==> src/rtl/muldiv_pkg.sv <==
// Shared types for the multi-cycle multiply/divide unit: operation codes and FSM states.
package muldiv_pkg;

    typedef enum logic [1:0] {
        OP_MULT  = 2'd0,
        OP_MULTU = 2'd1,
        OP_DIV   = 2'd2,
        OP_DIVU  = 2'd3
    } muldiv_op_t;

    typedef enum logic [1:0] {
        IDLE   = 2'd0,
        RUN    = 2'd1,
        FINISH = 2'd2
    } muldiv_state_t;

endpackage

==> src/rtl/muldiv_step.sv <==
// One iteration of the shared datapath: Booth multiply, unsigned shift-add, or restoring divide.
module muldiv_step
    import muldiv_pkg::*;
#(
    parameter int WIDTH = 32
) (
    input  muldiv_op_t       op,
    input  logic [WIDTH:0]   a,
    input  logic [WIDTH-1:0] q,
    input  logic             q_m1,
    input  logic [WIDTH:0]   m,
    output logic [WIDTH:0]   a_next,
    output logic [WIDTH-1:0] q_next,
    output logic             q_m1_next
);

    logic [WIDTH:0] sum;
    logic [WIDTH:0] a_shl;

    always_comb begin
        // NOTE: every output gets a default first so no branch can infer a latch.
        sum       = a;
        a_shl     = {a[WIDTH-1:0], q[WIDTH-1]};
        a_next    = a;
        q_next    = q;
        q_m1_next = q_m1;
        case (op)
            OP_MULT: begin
                case ({q[0], q_m1})
                    2'b01:   sum = a + m;
                    2'b10:   sum = a - m;
                    default: sum = a;
                endcase
                a_next    = {sum[WIDTH], sum[WIDTH:1]};
                q_next    = {sum[0], q[WIDTH-1:1]};
                q_m1_next = q[0];
            end
            OP_MULTU: begin
                sum       = q[0] ? a + m : a;
                a_next    = {1'b0, sum[WIDTH:1]};
                q_next    = {sum[0], q[WIDTH-1:1]};
                q_m1_next = q[0];
            end
            default: begin
                // Shift {A,Q} left, then keep the trial subtraction only if it did not go negative.
                if (a_shl >= m) begin
                    a_next = a_shl - m;
                    q_next = {q[WIDTH-2:0], 1'b1};
                end else begin
                    a_next = a_shl;
                    q_next = {q[WIDTH-2:0], 1'b0};
                end
            end
        endcase
    end

endmodule

==> src/rtl/muldiv_unit.sv <==
// MIPS MULT/MULTU/DIV/DIVU unit: fixed WIDTH+1 cycle latency, results in HI/LO, stall while busy.
module muldiv_unit
    import muldiv_pkg::*;
#(
    parameter int WIDTH = 32
) (
    input  logic             clk,
    input  logic             reset,
    input  logic             start,
    input  logic [1:0]       op,
    input  logic [WIDTH-1:0] input_1,
    input  logic [WIDTH-1:0] input_2,
    output logic [WIDTH-1:0] hi_output,
    output logic [WIDTH-1:0] lo_output,
    output logic             stall,
    output logic             done
);

    localparam int CNT_W = $clog2(WIDTH + 1);

    muldiv_state_t    state, next_state;
    muldiv_op_t       op_in, op_reg;
    logic [CNT_W-1:0] count;
    logic [WIDTH:0]   acc, acc_next, m_reg;
    logic [WIDTH-1:0] q_reg, q_next;
    logic             q_m1, q_m1_next;
    logic             neg_q, neg_r, div_zero;
    logic             accept, is_div_in, sign_1, sign_2;
    logic [WIDTH-1:0] mag_1, mag_2, rem, quo, hi_fix, lo_fix;

    muldiv_step #(.WIDTH(WIDTH)) u_step (
        .op        (op_reg),
        .a         (acc),
        .q         (q_reg),
        .q_m1      (q_m1),
        .m         (m_reg),
        .a_next    (acc_next),
        .q_next    (q_next),
        .q_m1_next (q_m1_next)
    );

    always_ff @(posedge clk) begin
        // NOTE: sequential state uses non-blocking assignments so all registers update together.
        if (reset) state <= IDLE;
        else       state <= next_state;
    end

    always_comb begin
        next_state = state;
        accept     = 1'b0;
        case (state)
            IDLE: if (start) begin
                accept     = 1'b1;
                next_state = RUN;
            end
            RUN:     if (count == CNT_W'(1)) next_state = FINISH;
            FINISH:  next_state = IDLE;
            default: next_state = IDLE;
        endcase
    end

    assign stall = (state != IDLE);

    always_comb begin
        op_in     = muldiv_op_t'(op);
        sign_1    = input_1[WIDTH-1];
        sign_2    = input_2[WIDTH-1];
        is_div_in = (op_in == OP_DIV) || (op_in == OP_DIVU);
        mag_1     = (op_in == OP_DIV && sign_1) ? -input_1 : input_1;
        mag_2     = (op_in == OP_DIV && sign_2) ? -input_2 : input_2;
    end

    // Divide-by-zero leaves the dividend magnitude in A, so the sign-fixed remainder is the dividend.
    // The DIV overflow case falls out naturally: -MIN wraps back to MIN and the remainder is 0.
    always_comb begin
        rem = neg_r ? -acc[WIDTH-1:0] : acc[WIDTH-1:0];
        quo = neg_q ? -q_reg : q_reg;
        if (op_reg == OP_MULT || op_reg == OP_MULTU) begin
            hi_fix = acc[WIDTH-1:0];
            lo_fix = q_reg;
        end else begin
            hi_fix = rem;
            lo_fix = div_zero ? '1 : quo;
        end
    end

    always_ff @(posedge clk) begin
        if (reset) begin
            count     <= '0;
            acc       <= '0;
            q_reg     <= '0;
            q_m1      <= 1'b0;
            m_reg     <= '0;
            op_reg    <= OP_MULT;
            neg_q     <= 1'b0;
            neg_r     <= 1'b0;
            div_zero  <= 1'b0;
            hi_output <= '0;
            lo_output <= '0;
            done      <= 1'b0;
        end else begin
            done <= (state == FINISH);
            if (accept) begin
                op_reg   <= op_in;
                count    <= CNT_W'(WIDTH);
                acc      <= '0;
                q_m1     <= 1'b0;
                q_reg    <= is_div_in ? mag_1 : input_1;
                m_reg    <= {(op_in == OP_MULT) && sign_2, is_div_in ? mag_2 : input_2};
                neg_q    <= (op_in == OP_DIV) && (sign_1 ^ sign_2);
                neg_r    <= (op_in == OP_DIV) && sign_1;
                div_zero <= is_div_in && (input_2 == '0);
            end else if (state == RUN) begin
                acc   <= acc_next;
                q_reg <= q_next;
                q_m1  <= q_m1_next;
                count <= count - CNT_W'(1);
            end else if (state == FINISH) begin
                hi_output <= hi_fix;
                lo_output <= lo_fix;
            end
        end
    end

endmodule
==> config.mk <==
export PLATFORM = sky130hd
export DESIGN_NAME = muldiv_unit
export DESIGN_NICKNAME = d
export VERILOG_FILES = /design/src/rtl/muldiv_pkg.sv /design/src/rtl/muldiv_step.sv /design/src/rtl/muldiv_unit.sv
export SDC_FILE = /design/constraint.sdc
export NUM_CORES = 1
export LEC_CHECK = 0
export BUFFER_PORTS_ARGS = -buffer_cell sky130_fd_sc_hd__buf_2
export CAP_MARGIN = 20
export CORE_MARGIN = 4
export CORE_UTILIZATION = 45
export DETAILED_ROUTE_END_ITERATION = 10
export SYNTH_ARGS = -nofsm -noshare
export SYNTH_HDL_FRONTEND = slang
export SYNTH_SLANG_ARGS = --single-unit
==> constraint.sdc <==
create_clock -name clk -period 4.2 [get_ports clk]
set_input_delay 1.05 -clock clk [delete_from_list [all_inputs] [get_ports clk]]
set_output_delay 1.05 -clock clk [all_outputs]
set_load 0.01 [all_outputs]
==> results.ini <==
[outcome]
status=complete, no violations

[global_routing]
grt_pass1_wl_um=94100
grt_pass1_vias=16100
grt_use_total=0.306
antenna_found_initial=0
grt_start_max_net_pins=109
grt-ovfl-total=0

[finish]
drive_gt1_frac=0.127
layout_common_cells=nor2_1, a21oi_1, dfxtp_1
final_common_cell=nor2_1
antenna_cells=0
nFillCells=3606
multi_input_area_um2=11800
stdcell_area_um2=18100
fin_nets=2456
syn_to_final_growth_pct=10.6
seq_area_um2=3550

[clocking]
cts_tree=yes
hold_buffers=0
htreeDepth=4
cts_resized=0
path_clk_slew_ps=80
postCtsSetupBuffers=0
clock-root-buffer=clkbuf_16
cts_buffers=17
cts_num_sinks=177
clock_latency_ps=470
clockBufferDepth=2

[pwr]
leakage_nw=6.94
peakVddDrop_mv=0.260
power_density_nw_per_um2=340

[yosys]
synth_edf_count=0
ys_ff_latch=177
yosys_most_used_dff=dfxtp_1
syn-num-nets=2405
syn_area_um2=16400
yosys_warnings=0
ys_types=95
seq_area_frac_synth=0.216
synth-async-reset-ratio=0
synth.avg_cell_area_um2=7.36
syn_inst=2228

[floorplanning]
die_x_um=199
start_util=0.459
rows=69
dieArea_um2=39600
core_area_um2=35700
num_io_pins=135
die_height_um=199

[critical_path]
start_kind=flip-flop
critPathCapture=acc[32]
cp-end-kind=flip-flop
rrSetupSlack_ps=320
worstReg2RegEnd=acc[32]
rr_worst_depth=13
crit_required_ps=4550
r2r-start=acc[0]
criticalPathCategory=reg2reg
cp_max_fo=9
critPathLaunch=acc[0]
arrival_ps=4220

[timing]
layout_min_cycle_time_ps=3880
grt_setup_unrepaired=false
hold_viol=0
finalSetupTns_ps=0
setup_viol=0
max_slew_margin=0.342
clock_skew_ps=16.7
tightestPinTransition_ps=960
min_period_over_period=0.923
slew_violations=0
fmaxAchievable_mhz=258

[routing]
viasPerCell=6.25
vias=17200
firstDrtPassIters=5
drcViolationCount=0
drt_iter0_drc=1556
routed_wl_um=62200
ant_nets=0
wire_per_inst_um=22.6

[placement]
placed_cell_area_um2=17500
place.gp.congestion=1.02
place_hpwl_um=48100
io_buffer_count=134

[min_path]
min-delay-start=hi_output[0]
hp-class=reg2reg
hold_depth=2

[flow_run]
drv_cap=0

==> cell usage after synthesis, types with 21 or more instances <==
| cell type | n | area, µm² |
|---|---|---|
| dfxtp_1 | 177 | 3540 |
| nand2b_1 | 25 | 156 |
| a311oi_1 | 27 | 236 |
| clkbuf_1 | 139 | 522 |
| nor3_1 | 42 | 210 |
| xor2_1 | 76 | 666 |
| o31ai_1 | 26 | 195 |
| inv_1 | 91 | 342 |
| nor2b_1 | 22 | 138 |
| nand2_1 | 157 | 589 |
| a31oi_1 | 31 | 194 |
| nand3_1 | 28 | 140 |
| mux2i_1 | 37 | 370 |
| or3_1 | 32 | 200 |
| o21ai_0 | 143 | 716 |
| nor4_1 | 21 | 131 |
| nor2_1 | 265 | 995 |
| a21oi_1 | 200 | 1000 |
| ha_1 | 105 | 1310 |
| a211oi_1 | 139 | 1040 |
| xnor2_1 | 105 | 920 |
==> worst max-delay path, cell delays in order, from the launching register on <==
cell	delay, ps
dfxtp_1	540
inv_1	190
ha_1	270
fa_1	380
nand2b_1	210
a21oi_1	260
o21ai_0	230
a211o_1	410
a31oi_2	360
a2111oi_0	180
a41o_1	230
o21a_1	200
a221oi_1	220
nor2_1	80
==> layout make-up <==
type / count / share of cell area
Timing Repair Buffer: 209 / 0.0716
Clock inverter: 15 / 0.00766
Tap cell: 461 / 0.0318
Sequential cell: 177 / 0.196
Multi-Input combinational cell: 1782 / 0.651
Inverter: 92 / 0.0190
Clock buffer: 17 / 0.0235
==> worst min-delay path by stage <==
stage	end	slack, ps
6_report	hi_output[0]	460
5_1_grt	hi_output[0]	480
4_1_cts	hi_output[0]	460
3_5_place_dp	hi_output[0]	450
3_3_place_gp	hi_output[0]	450
2_1_floorplan	neg_q	440
==> kinds of logic after synthesis <==
group                      after synthesis  synth area share
AOI/OAI and AO/OA                      781             0.317
adders and majority gates              108            0.0838
xor gates and xnor gates               181            0.0967
and+or+nand+nor                        670             0.194
DFF                                    177             0.216
buffers and inverters                  269            0.0659
muxes                                   42            0.0262
==> metrics by stage <==
stage          power [mW]  utilization  setup slack (ps)  hold slack (ps)  cells
2_1_floorplan        3.74            -              1040              441   2228
3_3_place_gp         4.50        0.491               534              445   2720
3_5_place_dp         4.51        0.491               457              447   2720
4_1_cts              6.11        0.507               443              457   2752
5_1_grt              6.46        0.507               142              476   2753
6_report             6.16        0.507               325              455   2753
==> power by group <==
part | switching [mW] | internal, mW
sequential | 0.169 | 1.77
combinational | 1.66 | 0.954
clock | 0.819 | 0.786
total | 2.65 | 3.51
==> metal layers <==
| metal | GRT usage | part of all wire | vias to the layer above |
|---|---|---|---|
| li1 | - | - | 8238 |
| met1 | 0.403 | 0.42 | 8055 |
| met2 | 0.480 | 0.45 | 753 |
| met3 | 0.0645 | 0.083 | 153 |
| met4 | 0.140 | 0.047 | 0 |
| met5 | 0 | 0 | - |
Power figures use the tool's default switching activity.
